$ cat src/rtl/add_sub_serial.sv
// Digit-serial adder/subtractor with a start/busy/done handshake.
// Processes DIGIT bits per cycle. The result, carry-out and signed overflow
// registers update only on the completion edge.
module add_sub_serial #(
  parameter int unsigned WIDTH = 16,
  parameter int unsigned DIGIT = 4
) (
  input  logic             i_clk,
  input  logic             i_rst,
  input  logic             i_start,
  input  logic [WIDTH-1:0] i_a,
  input  logic [WIDTH-1:0] i_b,
  input  logic             i_s,
  output logic             o_busy,
  output logic             o_done,
  output logic [WIDTH-1:0] o_sum,
  output logic             o_cout,
  output logic             o_ovf
);

  localparam int unsigned N    = WIDTH / DIGIT;
  localparam int unsigned CntW = (N > 1) ? $clog2(N) : 1;
  localparam int unsigned DigW = DIGIT + 1;

  typedef enum logic {StIdle, StBusy} state_e;

  state_e           state_q, state_d;
  logic [WIDTH-1:0] a_q, a_d;
  logic [WIDTH-1:0] b_q, b_d;
  logic [WIDTH-1:0] part_q, part_d;
  logic [WIDTH-1:0] sum_q, sum_d;
  logic [CntW-1:0]  cnt_q, cnt_d;
  logic             carry_q, carry_d;
  logic             cout_q, cout_d;
  logic             ovf_q, ovf_d;
  logic             done_q, done_d;

  logic [DigW-1:0]  dig;
  logic [DIGIT-1:0] dig_sum;
  logic             dig_cout;
  logic             msb_cin;
  logic [WIDTH-1:0] part_shift;
  logic             last;

  // Digit adder over the low DIGIT bits of A and B' plus the running carry
  always_comb begin
    dig      = {1'b0, a_q[DIGIT-1:0]} + {1'b0, b_q[DIGIT-1:0]} + DigW'(carry_q);
    dig_sum  = dig[DIGIT-1:0];
    dig_cout = dig[DIGIT];
    // Sum bit is a ^ b ^ cin, so the carry into the digit MSB is recoverable
    msb_cin    = a_q[DIGIT-1] ^ b_q[DIGIT-1] ^ dig_sum[DIGIT-1];
    // New digit enters from the MSB side; after N digits the word is aligned
    part_shift = (part_q >> DIGIT) | (WIDTH'(dig_sum) << (WIDTH - DIGIT));
    last       = (cnt_q == CntW'(N - 1));
  end

  // Next-state and datapath control
  always_comb begin
    state_d = state_q;
    a_d     = a_q;
    b_d     = b_q;
    part_d  = part_q;
    sum_d   = sum_q;
    cnt_d   = cnt_q;
    carry_d = carry_q;
    cout_d  = cout_q;
    ovf_d   = ovf_q;
    done_d  = 1'b0;
    unique case (state_q)
      StIdle: begin
        if (i_start) begin
          a_d     = i_a;
          b_d     = i_b ^ {WIDTH{i_s}};
          carry_d = i_s;
          cnt_d   = '0;
          state_d = StBusy;
        end
      end
      StBusy: begin
        part_d  = part_shift;
        a_d     = a_q >> DIGIT;
        b_d     = b_q >> DIGIT;
        carry_d = dig_cout;
        cnt_d   = cnt_q + 1'b1;
        if (last) begin
          sum_d   = part_shift;
          cout_d  = dig_cout;
          ovf_d   = msb_cin ^ dig_cout;
          done_d  = 1'b1;
          state_d = StIdle;
        end
      end
      default: state_d = StIdle;
    endcase
  end

  // State registers; asynchronous reset aborts any operation in flight
  always_ff @(posedge i_clk or posedge i_rst) begin
    if (i_rst) begin
      state_q <= StIdle;
      a_q     <= '0;
      b_q     <= '0;
      part_q  <= '0;
      sum_q   <= '0;
      cnt_q   <= '0;
      carry_q <= 1'b0;
      cout_q  <= 1'b0;
      ovf_q   <= 1'b0;
      done_q  <= 1'b0;
    end else begin
      state_q <= state_d;
      a_q     <= a_d;
      b_q     <= b_d;
      part_q  <= part_d;
      sum_q   <= sum_d;
      cnt_q   <= cnt_d;
      carry_q <= carry_d;
      cout_q  <= cout_d;
      ovf_q   <= ovf_d;
      done_q  <= done_d;
    end
  end

  // All outputs come straight from flops
  always_comb begin
    o_busy = (state_q == StBusy);
    o_done = done_q;
    o_sum  = sum_q;
    o_cout = cout_q;
    o_ovf  = ovf_q;
  end

endmodule

$ cat config.mk
export PLATFORM = sky130hd
export DESIGN_NAME = add_sub_serial
export DESIGN_NICKNAME = d
export VERILOG_FILES = /design/src/rtl/add_sub_serial.sv
export SDC_FILE = /design/constraint.sdc
export NUM_CORES = 1
export LEC_CHECK = 0
export CORE_MARGIN = 2
export CORE_UTILIZATION = 35
export CTS_BUF_LIST = sky130_fd_sc_hd__clkbuf_16
export CTS_CLUSTER_DIAMETER = 60
export DETAILED_ROUTE_END_ITERATION = 10
export SETUP_SLACK_MARGIN = 0.15
export SLEW_MARGIN = 5
export SYNTH_ARGS = -nofsm -noshare
export SYNTH_HDL_FRONTEND = slang
export SYNTH_SLANG_ARGS = --single-unit
$ cat constraint.sdc
create_clock -name i_clk -period 5.2 [get_ports i_clk]
set_clock_uncertainty 0.05 [all_clocks]
set_input_delay 1.04 -clock i_clk [delete_from_list [all_inputs] [get_ports i_clk]]
set_output_delay 1.04 -clock i_clk [all_outputs]
set_load 0.01 [all_outputs]
==> flow_metrics.tcl <==
set metrics [dict create \
    top_usage_layer "met2" \
    die_h_microns 96.9 \
    grt_max_degree 64 \
    crit_type "flip-flop to output port" \
    tightest_slew_ns 0.923 \
    p_switching_w 0.000654 \
    syn_area_sq_mm 0.00302 \
    clk_pin_slew_ns 0.05 \
    antenna_found_initial 0 \
    fill_cells 800 \
    startpoint "o_busy$_DFF_PP0_" \
    dr.first_iter.drc_count 80 \
    fin_crit_ns 2.59 \
    peakVddDrop_mv 0.210 \
    max_freq_ghz 0.386 \
    critPathCapture "o_busy" \
    dpl.hpwl_mm 3.65 \
    diodes 0 \
    grt_pass1_vias 1845 \
    synth_top_area_cell "dfrtp_1" \
    intPower_w 0.00148 \
    grt.total_usage 0.120 \
    worstPathCellList "clkdlybuf4s50_1" \
    viasPerCell 4.65 \
    r2r_end "o_sum[2]$_DFFE_PP0P_" \
    grt_use_met2 0.179 \
    required_ns 4.11 \
    power.density_mw_per_mm2 546 \
    r2r_setup_slack_ns 2.66 \
    fin_util 0.472 \
    cap_violations 0 \
    cts_hold_buf 0 \
    cpPeakStageDelay_ns 0.61 \
    htreeDepth 3 \
    power_leakage_nw 1.74 \
    cts_resized 0 \
    grt_pass1_wl_mm 9.07 \
    hold_depth 2 \
    core_sq_mm 0.00830 \
    arrival_ns 1.50 \
    tns_ns 0 \
    io-pin-count 56 \
    grt_setup_unrepaired "false" \
    wire_per_inst_microns 12.6 \
    cp_slowest_cell "clkdlybuf4s50_1" \
    cts_tree "yes" \
    power_frac_seq 0.408 \
    final_cell_mix "dfrtp_1 (66), clkdlybuf4s50_1 (55), nand2_1 (30)" \
    synth_top_area_frac 0.555 \
    hp-class "flip-flop to flip-flop" \
    vias 1987 \
    cp-start-kind "flip-flop" \
    worst-path-stages 1 \
    final_nets 359 \
    rr_startpoint "o_busy$_DFF_PP0_" \
    first_pass_iters 4 \
    fin_crit_sh 0.498 \
    ff2ff_path_depth 3 \
    cts_buffer_depth 2 \
    synth.avg_cell_area_sq_um 11.4 \
    layout_commonest_cell "dfrtp_1" \
    worst_setup_path_end_kind "output port" \
    cts_buffers 9 \
    drive_gt1_frac 0.0963 \
    p_sw_frac 0.306 \
    ys_ff_latch 67 \
    post_cts_buffers 0 \
    rows 33 \
    slew_viol_final 0 \
    yosys.cell_types.count 27 \
    yosys_warnings 0 \
    ant_nets 0 \
    area_growth_pct 29.6 \
    start_util 0.364 \
    synth_fp_nets 307 \
    synth_cells 265 \
    hold_viol_final 0 \
    die_width_microns 96.9 \
    cts.sinks 67 \
    finalWirelength_mm 5.38 \
    grt_use_met3 0.0542 \
    clk_latency_ns 0.32 \
    pwr-share-comb 0.324 \
    gr-usage-met1 0.161 \
    drc 0 \
    overflow 0 \
    io_buffers 55 \
    crit_fanout 15 \
    yosysSeqAreaShare 0.555 \
    critPathTopFamily "buffers and inverters" \
    setup_viol 0 \
    synth.area.top_cells "dfrtp_1 (56%), mux2i_1 (6.0%), mux2_1 (5.6%)" \
    worstPathBufferInverterCount 1 \
    dieArea_sq_mm 0.00938 \
    gp_congestion 0.692 \
    clkPwrFrac 0.268 \
    slew_headroom 0.383 \
    cts_root_buf "clkbuf_16" \
    status "finished, final reports clean" \
]
-- synthesized netlist by cell type --
cell	n
a21o_1	1
fa_1	2
mux2_2	7
mux2i_1	18
a211oi_1	5
nor2_1	23
dfrtp_1	67
mux2_4	2
mux2_1	15
nor2b_1	1
inv_2	2
a22o_1	1
xor2_1	1
a21oi_4	1
buf_4	3
buf_6	1
nand2_1	30
xnor2_1	18
clkbuf_1	2
o21ai_0	3
o21ai_1	26
buf_2	11
inv_1	5
nand2b_1	1
ha_1	4
a21oi_1	14
o2bb2ai_1	1
-- cell type report --
class	count	area [sq um]	share of cell area
timing repair buffer	58	573	0.146
multi-input combinational	174	1220	0.312
clock inverter	7	60.1	0.0153
sequential	67	1680	0.429
tap	105	131	0.0336
clock buffer	9	225	0.0575
inverter	7	26.3	0.00671
-- sequential cells by signal, indices dropped and copies added (netlist names) --
| register | flops |
|---|---|
| o_sum | 16 |
| carry_q | 1 |
| o_busy | 1 |
| b_q | 16 |
| o_done | 1 |
| part_q | 12 |
| a_q | 16 |
| o_ovf | 1 |
| o_cout | 1 |
| cnt_q | 2 |
-- power by group through the flow --
stage          Combinational [W]  Sequential, W  Clock [W]
6_report                0.000692       0.000872   0.000573
5_1_grt                 0.000772       0.000903   0.000615
4_1_cts                 0.000705       0.000877   0.000589
3_5_place_dp            0.000704       0.000885          0
3_3_place_gp            0.000683       0.000877          0
2_1_floorplan           0.000452       0.000868          0
-- per-layer routing --
metal	up-vias	part of all wire
met5	-	0
met3	5	0.053
met4	0	0.0095
met2	51	0.46
li1	994	-
met1	937	0.48
-- logic make-up (layout without fill, tap and decap cells) --
logic type                 after synthesis  count (layout)  synth area share
DFF                                     67              67             0.555
and+or+nand+nor                         55              55            0.0700
AOI/OAI and AO/OA                       52              52            0.0974
muxes                                   42              42             0.152
buffers and inverters                   24              81            0.0406
xor gates and xnor gates                19              19            0.0551
adders and majority gates                6               6            0.0298
-- worst min path at each step --
stage / startpoint / to
floorplan: b_q[14]$_DFFE_PP0P_ / b_q[10]$_DFFE_PP0P_
global placement: b_q[15]$_DFFE_PP0P_ / b_q[11]$_DFFE_PP0P_
detailed placement: b_q[15]$_DFFE_PP0P_ / b_q[11]$_DFFE_PP0P_
CTS: a_q[5]$_DFFE_PP0P_ / a_q[1]$_DFFE_PP0P_
global route: o_sum[3]$_DFFE_PP0P_ / o_sum[3]$_DFFE_PP0P_
finish: o_sum[10]$_DFFE_PP0P_ / o_sum[10]$_DFFE_PP0P_
-- stage by stage --
stage	instance area, sq um	instances	total power, W	hold WS, ns	setup slack, ns
global placement	3630	411	0.00156	0.411	2.39
detailed placement	3630	411	0.00159	0.420	2.36
global route	3910	427	0.00229	0.457	2.43
CTS	3910	427	0.00217	0.435	2.58
floorplan	3020	265	0.00132	0.404	2.43
finish	3910	427	0.00214	0.434	2.61
(Power assumes the default switching activity.)
